`src/rtl/lockstep_ft_monitor.sv`:
```
// Lockstep fault-tolerance monitor: compares core A/B writebacks, checkpoints state, drives reset/recovery.
// Optional build macro FTM_ERROR_COUNT_EN adds a saturating error counter readable at word index 33.
module lockstep_ft_monitor #(
  parameter int RESET_CYCLES = 2,
  parameter int CNT_W        = 16
) (
  input  logic        clk_i,
  input  logic        rst_ni,
  input  logic        we_a_i,
  input  logic        we_b_i,
  input  logic [4:0]  addr_a_i,
  input  logic [4:0]  addr_b_i,
  input  logic [31:0] data_a_i,
  input  logic [31:0] data_b_i,
  input  logic [31:0] pc_i,
  input  logic        enable_i,
  input  logic        force_error_i,
  input  logic        data_req_i,
  input  logic        data_we_i,
  input  logic [3:0]  data_be_i,
  input  logic [31:0] data_addr_i,
  input  logic [31:0] data_wdata_i,
  output logic        data_gnt_o,
  output logic        data_rvalid_o,
  output logic [31:0] data_rdata_o,
  output logic        data_err_o,
  input  logic        done_i,
  output logic        recover_o,
  output logic        reset_o,
  output logic        recovering_o,
  output logic        error_o
);

  typedef enum logic [1:0] {StIdle, StReset, StRecover} state_e;

  localparam int RCW = (RESET_CYCLES > 1) ? $clog2(RESET_CYCLES) : 1;

  state_e         state_q, state_d;
  logic [RCW-1:0] rstCnt_q, rstCnt_d;
  logic           error_q;
  logic           rvalid_q, rerr_q, rerr_d;
  logic [31:0]    rdata_q, rdata_d;
  logic [31:0]    ckpt_q [32];
  logic [31:0]    ckptPc_q;
  logic [CNT_W-1:0] errCnt;
  logic           isIdle, mismatch, commit, gnt;
  logic [5:0]     wordIdx;
  logic           unusedBits;

  assign unusedBits = ^{data_be_i, data_wdata_i, data_addr_i[31:8], data_addr_i[1:0]};

  assign isIdle   = (state_q == StIdle);
  assign mismatch = isIdle & enable_i &
                    ((we_a_i != we_b_i) |
                     (we_a_i & we_b_i & ((addr_a_i != addr_b_i) | (data_a_i != data_b_i))) |
                     force_error_i);
  assign commit   = isIdle & ~mismatch & we_a_i & we_b_i & (addr_a_i != 5'd0);

  always_comb begin
    state_d  = state_q;
    rstCnt_d = rstCnt_q;
    case (state_q)
      StIdle: begin
        if (mismatch) begin
          state_d  = StReset;
          rstCnt_d = '0;
        end
      end
      StReset: begin
        if (rstCnt_q == RCW'(RESET_CYCLES - 1)) state_d = StRecover;
        else                                    rstCnt_d = rstCnt_q + 1'b1;
      end
      StRecover: begin
        if (done_i) state_d = StIdle;
      end
      default: state_d = StIdle;
    endcase
  end

  assign reset_o      = (state_q == StReset);
  assign recover_o    = (state_q == StRecover);
  assign recovering_o = ~isIdle;
  assign error_o      = error_q;

  `ifdef FTM_ERROR_COUNT_EN
  localparam bit CntEn = 1'b1;
  always_ff @(posedge clk_i or negedge rst_ni) begin
    if (!rst_ni)                       errCnt <= '0;
    else if (error_q && (errCnt != '1)) errCnt <= errCnt + 1'b1;
  end
  `else
  localparam bit CntEn = 1'b0;
  assign errCnt = '0;
  `endif

  // Recovery read map; entry 0 of the checkpoint is never written so x0 reads as zero.
  assign wordIdx = data_addr_i[7:2];
  assign gnt     = data_req_i & recovering_o;

  always_comb begin
    rdata_d = '0;
    rerr_d  = 1'b0;
    if (!data_we_i) begin
      if (wordIdx < 6'd32)                 rdata_d = ckpt_q[wordIdx[4:0]];
      else if (wordIdx == 6'd32)           rdata_d = ckptPc_q;
      else if (CntEn && wordIdx == 6'd33)  rdata_d = 32'(errCnt);
      else                                 rerr_d  = 1'b1;
    end
  end

  always_ff @(posedge clk_i or negedge rst_ni) begin
    if (!rst_ni) begin
      state_q  <= StIdle;
      rstCnt_q <= '0;
      error_q  <= 1'b0;
      rvalid_q <= 1'b0;
      rdata_q  <= '0;
      rerr_q   <= 1'b0;
      ckptPc_q <= '0;
      for (int i = 0; i < 32; i++) ckpt_q[i] <= '0;
    end else begin
      state_q  <= state_d;
      rstCnt_q <= rstCnt_d;
      error_q  <= mismatch;
      rvalid_q <= gnt;
      rdata_q  <= gnt ? rdata_d : '0;
      rerr_q   <= gnt & rerr_d;
      if (commit) begin
        ckpt_q[addr_a_i] <= data_a_i;
        ckptPc_q         <= pc_i;
      end
    end
  end

  assign data_gnt_o    = gnt;
  assign data_rvalid_o = rvalid_q;
  assign data_rdata_o  = rdata_q;
  assign data_err_o    = rerr_q;

endmodule

```
`config.mk`:
```
export PLATFORM = sky130hd
export DESIGN_NAME = lockstep_ft_monitor
export DESIGN_NICKNAME = d
export VERILOG_FILES = /design/src/rtl/lockstep_ft_monitor.sv
export SDC_FILE = /design/constraint.sdc
export NUM_CORES = 1
export LEC_CHECK = 0
export BUFFER_PORTS_ARGS = -buffer_cell sky130_fd_sc_hd__buf_4
export CAP_MARGIN = 20
export CORE_AREA = 4 4 293 295
export DETAILED_ROUTE_END_ITERATION = 10
export DIE_AREA = 0 0 297 299
export PLACE_DENSITY_LB_ADDON = 0.08
export SLEW_MARGIN = 20
export SYNTH_ARGS = -nofsm -noshare
export SYNTH_HDL_FRONTEND = slang
export SYNTH_SLANG_ARGS = --single-unit
export TNS_END_PERCENT = 5
```
`constraint.sdc`:
```
create_clock -name clk_i -period 5.2 [get_ports clk_i]
set_input_delay 1.04 -clock clk_i [delete_from_list [all_inputs] [get_ports clk_i]]
set_output_delay 1.04 -clock clk_i [all_outputs]
set_load 0.01 [all_outputs]
```
==> results by group, run 1 <==
Run status
  • Status: finished, final reports clean

Setup path
  • Reg2Reg Setup Slack: 2140 ps
  • Worst endpoint required time: 5760 ps
  • FF-to-FF End: ckpt_q[367]
  • Worst path cell trace: buf_4 > xnor2_1 > nand4_1 > nor4_1 > nand4_1 > buf_4 > a211oi_4 > buf_4 > mux2_2
  • Delay-heaviest family, CP: simple AND/OR/NAND/NOR gates
  • Crit path arrival time: 4580 ps
  • CP peak stage delay: 630 ps
  • CP max FO: 32
  • Worst Setup Start Kind: input port
  • CP endpoint kind: flop
  • Critical path's slowest cell: a211oi_4
  • Kind of critical path: in2reg
  • Worst Reg-to-Reg Cells: 8
  • Top cell by count, worst path: buf_4
  • Critical path buffers and inverters: 3
  • R2R Path Start: state_q[0]

Floorplanning
  • Die ar.: 0.0888 mm2
  • Die W: 297 um
  • Initial Utilization: 59.7%
  • Die H: 299 um
  • CORE AREA: 0.0832 mm2
  • I/O pins: 222
  • FP Rows: 106

Yosys
  • Post-Synth XOR/XNOR Area: 0.565%
  • Sequential area share after synthesis: 55.2%
  • Post-synthesis simple-gate area fraction: 0.643%
  • Synthesized instance count: 2992
  • Ys Warns: 0
  • Largest family of logic cells by synthesized area: multiplexers
  • Post-synthesis cell type count: 39
  • Post-Synth Adder-Cell Area: 0.0252%
  • Synth Register Bits: 1094
  • Mapped cell area: 0.0496 mm2
  • Compound-Gate Fraction of Synth Area: 2.55%
  • Post-synthesis mux area share: 37.8%
  • Syn avg cell area: 16.6 um2
  • Post-synth net total: 3176

Timing
  • Period utilization: 77.3%
  • Final worst slack: 1180 ps
  • Skew final: 34.3 ps
  • Max Freq: 0.249 GHz
  • RSZ-0062 raised after global routing: no
  • Hold Fails Final Rpt: 0
  • Final slew viol count: 0
  • Worst-Margin Slew: 1160 ps
  • Rel. slew slack: 22.7%
  • Setup Viol. Count Final: 0
  • TNS Setup: 0 ps
  • Tmin final: 4020 ps

Clocking
  • TritonCTS Buffers: 114
  • Worst-skew pair later-pin latency: 680 ps
  • Post-CTS setup buffer count: 0
  • TritonCTS clock tree: done
  • Reg clk slew, reported paths: 60 ps
  • CTS sink cnt: 1094
  • Post-CTS Resized: 0
  • Hold buffer count at CTS: 0
  • Clock Path Buffers: 3
  • Root Driver: clkbuf_16
  • H-tree levels: 3

Layout
  • # diodes: 0
  • Area growth, synth to finish: 13.1%
  • Share of layout cells above drive strength 1: 52.0%
  • Utilization after layout: 67.5%
  • Fin nets: 3229

Worst hold path
  • Hold Path Class: reg2reg
  • Worst hold path cell count: 0
  • Hold Crit Endpoint: ckpt_q[1013]
  • Hold Startpoint: ckpt_q[1013]

Global routing
  • Grt ovf: 0
  • Largest net degree at the start of global routing: 157
  • Total GRT Usage: 29.8%
  • First-pass GRT wire length: 197 mm
  • Initial antenna violation count: 3
  • Vias in the first global route: 30.3k

Routing
  • Initial DRC count: 2059
  • Via density per instance: 6.56
  • Vias: 27.7k
  • WL/cell: 30.7 um
  • Routed wire length: 130 mm
  • Final ANT Viol Nets: 0
  • Pre-Repair DR Iteration Count: 7
  • # DRC: 0

Pwr
  • P_leak: 26.9 nW
  • VDD IR max: 0.000289 V
  • Total power per unit cell area: 380 mW/mm2
  • Total power: 0.0213 W

Placement
  • GP Congestion: 0.791
  • DPL Wire Length: 74.8 mm
  • Pre-CTS WS: 602 ps
  • Port bufs: 159

Flow run
  • MaxCap Viol Count: 0
==> state kept, by name, summed over array words and instances, names as in the netlist <==
name / flops
rstCnt_q: 1
data_err_o: 1
data_rvalid_o: 1
state_q: 2
data_rdata_o: 32
ckpt_q: 1024
ckptPc_q: 32
error_o: 1
==> synth_stat cells, drive strengths merged <==
master,n,area share (%)
dfrtp,1094,55
mux2,1088,25
mux4,288,13
clkbuf,196,1.5
buf,127,1.7
a22o,33,0.58
a221o,32,0.65
xnor2,32,0.56
a2111oi,16,0.89
o2111ai,14,0.25
nor2,13,0.098
nand4,10,0.14
nand2b,8,0.10
inv,7,0.053
nand2,5,0.038
nor2b,5,0.063
a211oi,3,0.076
nor4,3,0.050
and2,2,0.025
nor3,2,0.020
or2,2,0.025
a21o,1,0.015
a221oi,1,0.030
a222oi,1,0.020
and4,1,0.018
and4b,1,0.020
ha,1,0.025
nand3,1,0.010
nor4bb,1,0.020
o21ai,1,0.010
o31a,1,0.018
o31ai,1,0.015
or4,1,0.015
==> per-layer routing <==
layer,global-route usage (%),share of wire [%],vias to the layer above
li1,-,-,11300
met1,44.2,44,15300
met2,46.7,47,837
met3,4.95,6.3,176
met4,7.59,2.5,2
met5,0,0.012,-
==> final cells by class <==
type,count,area [um2]
clock inverters,51,753
clock buffers,160,3320
well taps,1080,1350
inverters,7,26.3
multi-input cells,1568,20900
flip-flops and latches,1094,27400
repair buffers,260,2370
fillers,5557,27100
==> layout by cell type, fill, tap and decap left out, types with 19 or more instances in the layout <==
master     Yosys  final
clkbuf_8       0     25
clkbuf_16      0    116
mux2_2       849    849
xnor2_1       32     32
a22o_1        33     33
clkinv_2       0     28
mux4_2       288    288
a221o_1       32     32
buf_12         0     30
clkbuf_1     196     19
dfrtp_1     1094   1094
mux2_1       239    239
buf_4         29    226
==> metrics by stage <==
stage	area, um2	hold WS [ps]	instances
6_report	56100	372	4220
5_1_grt	56100	382	4220
4_1_cts	56100	376	4220
3_5_place_dp	52000	363	4009
3_3_place_gp	52000	360	4008
2_1_floorplan	49600	425	2992
==> worst register-to-register path: stages, from the launching register on <==
cell      delay (ps)
dfrtp_1          400
nor2_1           250
nand3_1          220
nor2_2           120
buf_4            330
nand2_1          280
a211oi_4         620
buf_4            360
mux2_2           380
==> report_power, final <==
group          internal (W)  switching (W)
registers           0.00956       0.000528
logic               0.00141        0.00108
clock network       0.00533        0.00343
total                0.0163        0.00504
==> worst max path at each step <==
| stage | startpoint | endpoint | slack, ps | cells past startpoint |
|---|---|---|---|---|
| after floorplan | data_addr_i[2] | data_rdata_o[11] | 1810 | 7 |
| after global placement | data_a_i[3] | ckpt_q[360] | 640 | 9 |
| after detailed placement | data_a_i[4] | ckpt_q[367] | 600 | 9 |
| after CTS | data_a_i[4] | ckpt_q[367] | 1300 | 9 |
| after global routing | data_a_i[4] | ckpt_q[245] | 1090 | 9 |
| final | data_a_i[4] | ckpt_q[367] | 1180 | 9 |
==> cell families (layout without fill, tap and decap cells) <==
kind of cell / after synthesis / after routing
AOI/OAI and AO/OA: 104 / 104
xor gates and xnor gates: 32 / 32
adders and majority gates: 1 / 1
buffers and inverters: 330 / 478
DFF: 1094 / 1094
muxes: 1376 / 1376
and+or+nand+nor: 55 / 55
Power figures use the tool's default switching activity.
==> run 2, diff against run 1 <==
--- a/config.mk
+++ b/config.mk
@@ -7,9 +7,9 @@
 export LEC_CHECK = 0
 export BUFFER_PORTS_ARGS = -buffer_cell sky130_fd_sc_hd__buf_4
 export CAP_MARGIN = 20
-export CORE_AREA = 4 4 293 295
+export CORE_AREA = 4 4 303 305
 export DETAILED_ROUTE_END_ITERATION = 10
-export DIE_AREA = 0 0 297 299
+export DIE_AREA = 0 0 307 309
 export PLACE_DENSITY_LB_ADDON = 0.08
 export SLEW_MARGIN = 20
 export SYNTH_ARGS = -nofsm -noshare
==> constraint.sdc (replaced) <==
create_clock -name clk_i -period 3.6 [get_ports clk_i]
set_input_delay 0.72 -clock clk_i [delete_from_list [all_inputs] [get_ports clk_i]]
set_output_delay 0.72 -clock clk_i [all_outputs]
set_load 0.01 [all_outputs]
==> run 2 against run 1 <==
- sequential share of layout area down 0.97 points
- clock skew down 14 ps
- hold slack worse by 110 ps
- sequential power up 45%
- total power up 42%
- core utilization down 3.4 points
- register-to-register slack worse by 1100 ps
- clock-buffer cell count up 12
==> results by group, run 2 (synthesis gave the netlist of run 1 again) <==
Run status
  • Status: finished, final reports clean

Setup path
  • Worst Setup Start Kind: input port
  • Worst endpoint required time: 4150 ps (-1610 ps)
  • Crit path arrival time: 3770 ps (-810 ps)
  • CP max FO: 10 (-69%)
  • Worst path cell trace: buf_4 > xnor2_1 > buf_4 > nand4_1 > buf_4 > nor4_1 > buf_4 > nand4_1 > buf_4 > a2111oi_4 > buf_4 > mux2_1
  • Kind of critical path: in2reg
  • CP endpoint kind: flop
  • Critical path's slowest cell: a2111oi_4
  • Top cell by count, worst path: buf_4
  • CP peak stage delay: 510 ps (-120 ps)

Floorplanning
  • Die W: 307 um (+3.4%)
  • Die ar.: 0.0949 mm2 (+6.8%)
  • I/O pins: 222 (unchanged)
  • Die H: 309 um (+3.3%)
  • FP Rows: 110 (+3.8%)
  • Initial Utilization: 55.5% (-4.1 points)
  • CORE AREA: 0.0893 mm2 (+7.4%)

Clocking
  • TritonCTS clock tree: done
  • H-tree levels: 3 (unchanged)
  • Reg clk slew, reported paths: 60 ps (about the same)
  • Root Driver: clkbuf_16
  • TritonCTS Buffers: 113 (-0.88%)
  • Clock Path Buffers: 3 (unchanged)
  • CTS sink cnt: 1094 (unchanged)
  • Worst-skew pair later-pin latency: 690 ps (about the same)
  • Post-CTS setup buffer count: 0 (unchanged)

Placement
  • Pre-CTS WS: -313 ps (-915 ps)
  • Dpl cell area: 0.0534 mm2 (+2.6%)
  • Port bufs: 159 (unchanged)
  • GP Congestion: 0.790 (-0.18%)
  • DPL Wire Length: 82.8 mm (+11%)

Routing
  • Initial DRC count: 1925 (-6.5%)
  • WL/cell: 30.0 um (-2.4%)
  • Vias: 27.9k (+0.69%)
  • Routed wire length: 133 mm (+2.3%)
  • # DRC: 0 (unchanged)
  • Pre-Repair DR Iteration Count: 5 (-2)
  • Final ANT Viol Nets: 0 (unchanged)
  • Via density per instance: 6.30 (-4.0%)

Pwr
  • VDD IR max: 0.000397 V (+37%)
  • Total power per unit cell area: 529 mW/mm2 (+39%)
  • P_leak: 27.5 nW (+2.0%)

Timing
  • Period utilization: 89.6%
  • Max Freq: 0.310 GHz
  • TNS Setup: 0 ps (unchanged)
  • Tmin final: 3220 ps
  • Final worst slack: 376 ps (-807 ps)
  • RSZ-0062 raised after global routing: no
  • Setup Viol. Count Final: 0 (unchanged)
  • Final slew viol count: 0 (unchanged)
  • Hold Fails Final Rpt: 0 (unchanged)
  • Rel. slew slack: 40.2% (+18 points)
  • Worst Hold Slack: 263 ps (-108 ps)
  • Worst-Margin Slew: 897 ps (-263 ps)
  • Skew final: 19.9 ps (-14.4 ps)

Worst hold path
  • Hold Path Class: in2reg

Global routing
  • First-pass GRT wire length: 201 mm (+2.1%)
  • Total GRT Usage: 28.8% (-0.99 points)
  • Largest net degree at the start of global routing: 101 (-36%)
  • Vias in the first global route: 30.8k (+1.5%)
  • Grt ovf: 0 (unchanged)
  • Initial antenna violation count: 1 (-2)

Layout
  • Max FFs per register: 1024 (unchanged)
  • Fillers: 6265 (+13%)
  • Multi-input gate area: 0.0209 mm2 (unchanged)
  • Post-route cell area: 0.0572 mm2 (+2.0%)
  • Fin nets: 3333 (+3.2%)
  • Utilization after layout: 64.1% (-3.4 points)
  • Commonest non-fill, non-tap cell in the layout: dfrtp_1
  • Area growth, synth to finish: 15.4%
  • Most flop-heavy register: ckpt_q
  • Share of layout cells above drive strength 1: 53.2% (+1.2 points)
  • Commonest cells after routing, fill and taps aside: dfrtp_1, mux2_2, buf_4
  • Flip-flop and latch area: 0.0274 mm2 (unchanged)

Flow run
  • MaxCap Viol Count: 0 (unchanged)
==> run 2: cell count changes in the layout (fill, tap and decap cells not counted), moves of 3 or more <==
cell        delta
bufinv_16      -8
buf_4         +68
clkbuf_1      +12
clkinvlp_4     +3
buf_12        +37
clkinv_2       -6
==> run 2: final timing paths <==
check	startpoint	endpoint	slack, ps	depth (start not counted)
worst max-delay path	data_a_i[4]	ckpt_q[593]	380	12
worst min-delay path	pc_i[30]	ckptPc_q[30]	260	2
worst max register to register	state_q[0]	ckpt_q[880]	1070	7
worst min register to register	ckpt_q[1022]	ckpt_q[1022]	370	0
max in group asynchronous	rst_ni	ckpt_q[297]	1840	3
min in group asynchronous	rst_ni	ckpt_q[957]	630	2
==> run 2: repair_timing <==
action                    4_1_cts  5_1_grt
hold endpoints to repair        2        0
gates resized for setup         0        0
hold buffers                    1        0
==> run 2: critical path: cells and delay by family <==
kind,cells,cell delay [ps]
AO/OA/AOI/OAI,1,510
XOR/XNOR,1,230
buffers and inverters,6,1340
multiplexers,1,360
AND/OR/NAND/NOR,3,590
==> run 2: per-stage QoR <==
| step | total power [W] | instances |
|---|---|---|
| 6_report | 0.0303 | 4424 |
| 4_1_cts | 0.0305 | 4423 |
| 3_5_place_dp | 0.0185 | 4209 |
| 2_1_floorplan | 0.0170 | 2992 |
| 3_3_place_gp | 0.0182 | 4209 |
| 5_1_grt | 0.0315 | 4423 |
==> run 2: layout make-up <==
class                      count  share of cell area (%)
sequential                  1094                    47.8
multi-input combinational   1568                    36.5
antenna                        1                 0.00437
clock buffer                 172                    5.84
timing repair buffer         365                    6.30
tap                         1176                    2.57
inverter                       7                  0.0459
clock inverter                41                   0.888
==> run 2: report_power, final <==
part	switching, W	internal, W	total [W]
registers	0.000752	0.0138	0.0146
logic	0.00160	0.00211	0.00372
clock network	0.00488	0.00710	0.0120
==> run 2: metal layers <==
metal | vias up | track usage (%) | wire [um]
met5 | - | 0 | 0
met4 | 0 | 8.57 | 3760
met3 | 205 | 6.72 | 9420
met2 | 815 | 45.1 | 62200
met1 | 15300 | 40.9 | 57400
li1 | 11600 | - | -
==> run 3, diff against run 2 <==
--- a/config.mk
+++ b/config.mk
@@ -7,9 +7,9 @@
 export LEC_CHECK = 0
 export BUFFER_PORTS_ARGS = -buffer_cell sky130_fd_sc_hd__buf_4
 export CAP_MARGIN = 20
-export CORE_AREA = 4 4 303 305
+export CORE_AREA = 4 4 306 308
 export DETAILED_ROUTE_END_ITERATION = 10
-export DIE_AREA = 0 0 307 309
+export DIE_AREA = 0 0 310 312
 export PLACE_DENSITY_LB_ADDON = 0.08
 export SLEW_MARGIN = 20
 export SYNTH_ARGS = -nofsm -noshare
==> constraint.sdc (replaced) <==
create_clock -name clk_i -period 3.6 [get_ports clk_i]
set_input_delay 0.54 -clock clk_i [delete_from_list [all_inputs] [get_ports clk_i]]
set_output_delay 0.54 -clock clk_i [all_outputs]
set_load 0.01 [all_outputs]
==> run 3 against run 2 <==
- clock power up 3%
- critical endpoint is now ckpt_q[735]
- final cell count fell by 0.20%
- largest power group unchanged
- total power is 1.2% higher
==> results by group, run 3 (synthesis gave the netlist of run 1 again) <==
Timing
  • Final slew viol count: 0 (unchanged)
  • Worst-Margin Slew: 1090 ps (+192 ps)
  • RSZ-0062 raised after global routing: no
  • Hold Fails Final Rpt: 0 (unchanged)
  • TNS Setup: 0 ps (unchanged)
  • Final worst slack: 628 ps (+253 ps)
  • Setup Viol. Count Final: 0 (unchanged)
  • Rel. slew slack: 27.4% (-13 points)
  • Tmin final: 2970 ps (-253 ps)
  • Skew final: 16.6 ps (-3.33 ps)
  • Max Freq: 0.337 GHz (+8.5%)
  • Period utilization: 82.5% (-7.0 points)

Routing
  • Routed wire length: 128 mm (-3.5%)
  • Final ANT Viol Nets: 0 (unchanged)
  • WL/cell: 29.0 um (-3.3%)
  • # DRC: 0 (unchanged)
  • Pre-Repair DR Iteration Count: 4 (-1)
  • Via density per instance: 6.24 (-0.84%)
  • Vias: 27.6k (-1.0%)
  • Initial DRC count: 1902 (-1.2%)

Pwr
  • Total power: 0.0306 W (+1.2%)
  • VDD IR max: 0.000454 V (+14%)
  • Total power per unit cell area: 533 mW/mm2 (+0.87%)
  • P_leak: 27.5 nW (+0.21%)

Clocking
  • TritonCTS clock tree: done
  • Root Driver: clkbuf_16
  • Reg clk slew, reported paths: 60 ps (about the same)
  • Post-CTS Resized: 0 (unchanged)
  • CTS sink cnt: 1094 (unchanged)
  • TritonCTS Buffers: 116 (+2.7%)
  • Worst-skew pair later-pin latency: 690 ps (about the same)
  • Clock Path Buffers: 3 (unchanged)
  • H-tree levels: 3 (unchanged)

Global routing
  • Largest net degree at the start of global routing: 89 (-12%)
  • Initial antenna violation count: 3 (+2)
  • Total GRT Usage: 27.3% (-1.4 points)
  • Grt ovf: 0 (unchanged)
  • First-pass GRT wire length: 197 mm (-2.1%)
  • Vias in the first global route: 30.8k (+0.21%)

Layout
  • Most flop-heavy register: ckpt_q
  • Commonest non-fill, non-tap cell in the layout: dfrtp_1
  • Share of layout cells above drive strength 1: 53.0% (-0.14 points)
  • Area growth, synth to finish: 15.7%
  • Max FFs per register: 1024 (unchanged)
  • Commonest cells after routing, fill and taps aside: dfrtp_1, mux2_2, mux4_2
  • Fin nets: 3317 (-0.48%)
  • # diodes: 0 (-1)
  • Fin cells: 4415 (-0.20%)

Floorplanning
  • Die ar.: 0.0967 mm2 (+2.0%)
  • Die H: 312 um (+0.97%)
  • Initial Utilization: 54.4% (-1.1 points)
  • I/O pins: 222 (unchanged)
  • CORE AREA: 0.0911 mm2 (+2.0%)
  • FP Rows: 111 (+0.91%)
  • Die W: 310 um (+0.98%)

Placement
  • DPL Wire Length: 82.3 mm (-0.51%)
  • Pre-CTS WS: -38.1 ps (+275 ps)
  • Placed Cells: 4200 (-0.21%)
  • GP Congestion: 0.800 (+1.4%)
  • Port bufs: 159 (unchanged)

Worst hold path
  • Hold Startpoint: pc_i[6]
  • Hold Path Class: in2reg

Setup path
  • Critical path's slowest cell: xnor2_1
  • Crit path arrival time: 3540 ps (-230 ps)
  • Kind of critical path: in2reg
  • CP max FO: 20 (+10)
  • R2R Path Start: state_q[0]
  • CP endpoint kind: flop
  • Top cell by count, worst path: buf_4
  • Worst setup startpoint: data_b_i[22]
  • Worst Setup Start Kind: input port
  • CP peak stage delay: 450 ps (-60 ps)
  • Worst path cell trace: buf_4 > xnor2_1 > nand4_1 > buf_4 > nor4_2 > nand4_1 > buf_12 > a2111oi_4 > buf_4 > mux2_2
  • Worst endpoint required time: 4170 ps (+20 ps)

Run status
  • Status: finished, final reports clean

Flow run
  • MaxCap Viol Count: 0 (unchanged)
[run 3: repair_timing]
action                                 4_1_cts  5_1_grt
setup endpoints to repair                    0        0
setup buffers                                0        0
endpoints found under the hold margin       58        0
hold buffers                                 1        0
[run 3: cell type report]
type                       instances  area, um2
clock buffer                     184       3610
clock inverter                    30        405
fill                            6502      33700
inverter                           7       26.3
multi-input combinational       1568      20900
sequential                      1094      27400
tap                             1186       1480
timing repair buffer             346       3610
[run 3: routing by layer]
layer	vias to the layer above	global-route usage, %	share of wire (%)
met4	2	8.48	3.4
li1	11500	-	-
met5	-	0	0.0070
met2	663	43.3	48
met1	15200	39.5	44
met3	226	4.38	4.9
[run 3: worst max-delay path, delay by kind of cell]
| family | cells | cell delay (ps) |
|---|---|---|
| simple gates | 3 | 740 |
| compound gates | 1 | 440 |
| xor+xnor | 1 | 450 |
| buf+inv | 4 | 960 |
| mux | 1 | 380 |
[run 3: final timing paths]
path                                end  slack (ps)  cells past startpoint
max reg2reg                 ckpt_q[894]        1130                      7
max in group asynchronous   ckpt_q[454]        2000                      3
min in group asynchronous   ckpt_q[956]         560                      2
min reg2reg                ckpt_q[1016]         370                      0
max                         ckpt_q[735]         630                     10
min                         ckptPc_q[6]          60                      2
[run 3: metrics by stage]
step | area [um2] | utilization [%] | hold WS, ps
final | 57400 | 63.0 | 61.8
after global routing | 57400 | 63.0 | 37.6
after CTS | 57400 | 63.0 | 11.9
after detailed placement | 53400 | 58.6 | 363
after global placement | 53400 | 58.6 | 360
after floorplan | 49600 | - | 244
[run 3: report_power, final]
| group | switching (W) | internal, W |
|---|---|---|
| clock | 0.00489 | 0.00748 |
| sequential | 0.000749 | 0.0138 |
| combinational | 0.00160 | 0.00210 |
